==> config.mk <==
export PLATFORM = sky130hd
export DESIGN_NAME = ex_hazard_ctrl
export DESIGN_NICKNAME = d
export VERILOG_FILES = /design/src/rtl/ex_hazard_ctrl.sv
export SDC_FILE = /design/constraint.sdc
export NUM_CORES = 1
export LEC_CHECK = 0
export BUFFER_PORTS_ARGS = -buffer_cell sky130_fd_sc_hd__buf_2
export CAP_MARGIN = 20
export CORE_UTILIZATION = 53
export CTS_CLUSTER_DIAMETER = 100
export DETAILED_ROUTE_END_ITERATION = 10
export GPL_ROUTABILITY_DRIVEN = 0
export PLACE_DENSITY = 0.85
export SYNTH_ARGS = -nofsm -noshare
export SYNTH_HDL_FRONTEND = slang
export SYNTH_SLANG_ARGS = --single-unit
==> constraint.sdc <==
create_clock -name clk -period 3.2 [get_ports clk]
set_input_delay 0.48 -clock clk [delete_from_list [all_inputs] [get_ports clk]]
set_output_delay 0.48 -clock clk [all_outputs]
set_load 0.02 [all_outputs]
==> src/rtl/ex_hazard_ctrl.sv <==
// EX-stage hazard controller: stall/flush FSM, operand forwarding selects and
// saturating stall/flush statistics counters.
module ex_hazard_ctrl (
  input  logic        clk,
  input  logic        reset,
  input  logic        id_ex_mem_read,
  input  logic [4:0]  id_ex_rs,
  input  logic [4:0]  id_ex_rt,
  input  logic [4:0]  if_id_rs,
  input  logic [4:0]  if_id_rt,
  input  logic        if_id_uses_rt,
  input  logic        ex_mem_reg_write,
  input  logic [4:0]  ex_mem_rd,
  input  logic        mem_wb_reg_write,
  input  logic [4:0]  mem_wb_rd,
  input  logic        ex_busy,
  input  logic        branch_taken,
  input  logic        clr_stats,
  output logic        pc_write,
  output logic        if_id_write,
  output logic        id_ex_bubble,
  output logic        id_ex_hold,
  output logic        if_id_flush,
  output logic [1:0]  forward_a,
  output logic [1:0]  forward_b,
  output logic [1:0]  state,
  output logic [15:0] stall_cycles,
  output logic [15:0] flush_events
);

  localparam int CNT_W = 16;

  typedef enum logic [1:0] {
    ST_RUN   = 2'b00,
    ST_HOLD  = 2'b01,
    ST_FLUSH = 2'b10
  } state_t;

  state_t             r_state;
  state_t             w_next_state;
  logic               w_load_use;
  logic [CNT_W-1:0]   r_stall_cycles;
  logic [CNT_W-1:0]   r_flush_events;

  function automatic logic [1:0] fwd_sel(
    input logic       ex_we,
    input logic [4:0] ex_rd,
    input logic       wb_we,
    input logic [4:0] wb_rd,
    input logic [4:0] src
  );
    if (ex_we && (ex_rd != 5'd0) && (ex_rd == src))
      return 2'b10;
    else if (wb_we && (wb_rd != 5'd0) && (wb_rd == src))
      return 2'b01;
    else
      return 2'b00;
  endfunction

  function automatic logic [CNT_W-1:0] sat_inc(input logic [CNT_W-1:0] v);
    return (v == {CNT_W{1'b1}}) ? v : v + 1'b1;
  endfunction

  // The instruction in IF/ID is a NOP right after a flush, so its fields are ignored.
  assign w_load_use = id_ex_mem_read && (id_ex_rt != 5'd0) &&
                      ((id_ex_rt == if_id_rs) ||
                       (if_id_uses_rt && (id_ex_rt == if_id_rt))) &&
                      (r_state != ST_FLUSH);

  always_comb begin
    w_next_state = ST_RUN;
    pc_write     = 1'b1;
    if_id_write  = 1'b1;
    id_ex_bubble = 1'b0;
    id_ex_hold   = 1'b0;
    if_id_flush  = 1'b0;
    if (ex_busy) begin
      pc_write     = 1'b0;
      if_id_write  = 1'b0;
      id_ex_hold   = 1'b1;
      w_next_state = ST_HOLD;
    end else if (branch_taken) begin
      id_ex_bubble = 1'b1;
      if_id_flush  = 1'b1;
      w_next_state = ST_FLUSH;
    end else if (w_load_use) begin
      pc_write     = 1'b0;
      if_id_write  = 1'b0;
      id_ex_bubble = 1'b1;
    end
  end

  always_ff @(posedge clk or posedge reset) begin
    if (reset)
      r_state <= ST_RUN;
    else
      r_state <= w_next_state;
  end

  always_ff @(posedge clk or posedge reset) begin
    if (reset) begin
      r_stall_cycles <= '0;
      r_flush_events <= '0;
    end else if (clr_stats) begin
      r_stall_cycles <= '0;
      r_flush_events <= '0;
    end else begin
      if (!pc_write)
        r_stall_cycles <= sat_inc(r_stall_cycles);
      if (if_id_flush)
        r_flush_events <= sat_inc(r_flush_events);
    end
  end

  assign forward_a    = fwd_sel(ex_mem_reg_write, ex_mem_rd, mem_wb_reg_write, mem_wb_rd, id_ex_rs);
  assign forward_b    = fwd_sel(ex_mem_reg_write, ex_mem_rd, mem_wb_reg_write, mem_wb_rd, id_ex_rt);
  assign state        = r_state;
  assign stall_cycles = r_stall_cycles;
  assign flush_events = r_flush_events;

endmodule

==> flow_metrics.env <==
export IMPL_status="completed"
export IMPL_post_cts_setup_buffers=0
export IMPL_maxCapViolCount=0
export IMPL_synthArstFlopShare=1.00
export IMPL_start_util=0.575
export IMPL_critPathTopFamily="simple AND/OR/NAND/NOR gates"
export IMPL_dr_max_layer_used="met4"
export IMPL_slew_viol_final=0
export IMPL_period_needed_ps=2450
export IMPL_ir_worst_vdd_uv=304
export IMPL_endpoint="forward_a[0]"
export IMPL_fin_cells=368
export IMPL_rsz0062_at_grt="false"
export IMPL_crit_slowest_cell="or4_1"
export IMPL_die_w_um=66.2
export IMPL_io_buffers=81
export IMPL_critical_path_arrival_ps=1970
export IMPL_path_cells="buf_2, or4_1, o21ai_0, nor4_1, nor4_1, buf_2"
export IMPL_cts_made_buffers=5
export IMPL_avgSynthCellArea_um2=8.95
export IMPL_wl_met2_um=2610
export IMPL_vias=2041
export IMPL_total_power_uw=1070
export IMPL_track_usage=0.273
export IMPL_post_route_period_util=0.766
export IMPL_post_place_cells=360
export IMPL_worstSetupStartpoint="ex_mem_rd[1]"
export IMPL_clock_latency_ps=300
export IMPL_fillers=314
export IMPL_cp_num_buf_inv=2
export IMPL_ys_ff_latch=34
export IMPL_end_kind="primary output"
export IMPL_wl_um=5160
export IMPL_whs_ps=258
export IMPL_synth_seq_area_share=0.390
export IMPL_fin_skew_ps=9.11
export IMPL_grt_max_degree=35
export IMPL_worstPathRequired_ps=2720
export IMPL_start_kind="primary input"
export IMPL_grt_overflow_total=0
export IMPL_hp_class="in -> async"
export IMPL_grt_pass1_wl_um=8910
export IMPL_firstDrtPassIters=4
export IMPL_syn_to_final_growth_pct=24.0
export IMPL_place_hpwl_um=3860
export IMPL_drive_gt1_frac=0.303
export IMPL_finalHoldViolations=0
export IMPL_clock_root_buffer="clkbuf_8"
export IMPL_ff2ff_setup_slack_ps=780
export IMPL_postCtsHoldBufs=0
export IMPL_synth_edf_count=0
export IMPL_crit_path_max_incr_delay_ps=500
export IMPL_nets=360
export IMPL_r2r_cells=7
export IMPL_first_global_vias=1961
export IMPL_final_common_cell="buf_2"
export IMPL_fin_tns_setup_ps=0
export IMPL_dr_wl_met3_um=263
export IMPL_p_leak_uw=0.00125
export IMPL_die_area_um2=4380
export IMPL_r2r_end="stall_cycles[5]"
export IMPL_route_detailed_drc=0
export IMPL_die_h_um=66.2
export IMPL_antenna_left=0
export IMPL_synth_top_area_share=0.390
export IMPL_ys_flop_type="dfrtp_1"
export IMPL_clk_pin_slew_ps=80
export IMPL_cts_repair_resized=0
export IMPL_drt_met1_wl_um=2160
export IMPL_place_worst_setup_slack_ps=676
export IMPL_diodes=0
export IMPL_netlist_top_cells_area="dfrtp_1, xor2_1, xnor2_1, nor2_1, nand4_1"
export IMPL_antenna_found_initial=0
export IMPL_fin_ws_ps=748
export IMPL_p_per_area_nw_per_um2=396
export IMPL_max_freq_ghz=0.408
export IMPL_slew_headroom=0.551
export IMPL_cts_sinks=34
export IMPL_io_pins=82
export IMPL_htreeDepth=2
export IMPL_path_max_fanout=3
export IMPL_cts_tree="built"
export IMPL_ys_types=38
export IMPL_r2r_start="stall_cycles[0]"
export IMPL_core_region_area_um2=3800
export IMPL_cts_max_path_buffers=2
export IMPL_synth_top_area_cell="dfrtp_1"
export IMPL_yosysWarnings=0
export IMPL_mostFrequentLayoutCells="buf_2, dfrtp_1, nor2_1"
export IMPL_crit_type="in -> out"
export IMPL_wl_per_cell_um=14.0
export IMPL_netlist_area_um2=2180
export IMPL_setup_viol=0
export IMPL_rows=22
export IMPL_vias_per_cell=5.55
export IMPL_worstMarginPinSlew_ps=672
export IMPL_drt_initial_drc_count=191
export IMPL_syn_num_nets=285
export IMPL_syn_instance_count=244
export IMPL_worst_path_stages=6
==> area by class of cell <==
cell class | instances | area (um^2) | area share
Multi-Input combinational cell | 187 | 1210 | 0.448
Sequential cell | 34 | 851 | 0.314
Timing Repair Buffer | 82 | 413 | 0.153
Clock buffer | 5 | 68.8 | 0.0254
Clock inverter | 3 | 68.8 | 0.0254
Tap cell | 48 | 60.1 | 0.0222
Inverter | 9 | 33.8 | 0.0125
==> layer usage <==
| layer | vias to the layer above | GRT usage |
|---|---|---|
| met3 | 13 | 0.0448 |
| met4 | 0 | 0.130 |
| met1 | 958 | 0.344 |
| li1 | 1002 | - |
| met5 | - | 0 |
| met2 | 68 | 0.452 |
==> metrics by stage <==
step / utilization / instance area [um^2]
after floorplan: - / 2180
after CTS: 0.712 / 2710
final: 0.712 / 2710
after global routing: 0.712 / 2710
after detailed placement: 0.676 / 2570
after global placement: 0.676 / 2570
==> logic make-up (layout without fill, tap and decap cells) <==
group / count (synthesis) / in the layout / synth area share
AOI/OAI and AO/OA: 34 / 34 / 0.0986
xor gates and xnor gates: 46 / 46 / 0.185
adders and majority gates: 2 / 2 / 0.0115
buffers and inverters: 23 / 99 / 0.0556
DFF: 34 / 34 / 0.390
muxes: 4 / 4 / 0.0195
and+or+nand+nor: 101 / 101 / 0.241
==> power breakdown <==
group	total (uW)	internal, uW	switching, uW
Combinational	144	58.3	85.4
Clock	486	312	173
Sequential	442	435	6.97
Total	1070	805	266
==> synth_stat cells (3+ instances only) <==
master,instances
or3_1,10
or4_1,7
nand4_1,12
clkbuf_1,7
a21oi_1,14
dfrtp_1,34
o31ai_1,3
nor2_1,29
nand2_1,14
o21ai_0,3
inv_1,9
xor2_1,25
nand3_1,12
nor4_1,6
xnor2_1,21
o21ai_1,8
nor3_1,4
==> worst min path at each step <==
stage	from	to	slack [ps]
3_5_place_dp	flush_events[13]	flush_events[13]	560
6_report	reset	flush_events[3]	260
4_1_cts	reset	stall_cycles[15]	270
3_3_place_gp	flush_events[13]	flush_events[13]	550
2_1_floorplan	ex_busy	state[0]	510
5_1_grt	reset	stall_cycles[10]	300
==> flip-flops by register name (all words and copies together), names as in the netlist <==
| register | flops |
|---|---|
| stall_cycles | 16 |
| flush_events | 16 |
| state | 2 |
==> worst min-delay path, cell delays in order <==
cell and delay (ps):
buf_2 90, inv_1 40, buf_4 370
Note: power is estimated with default switching activity, not from simulation.
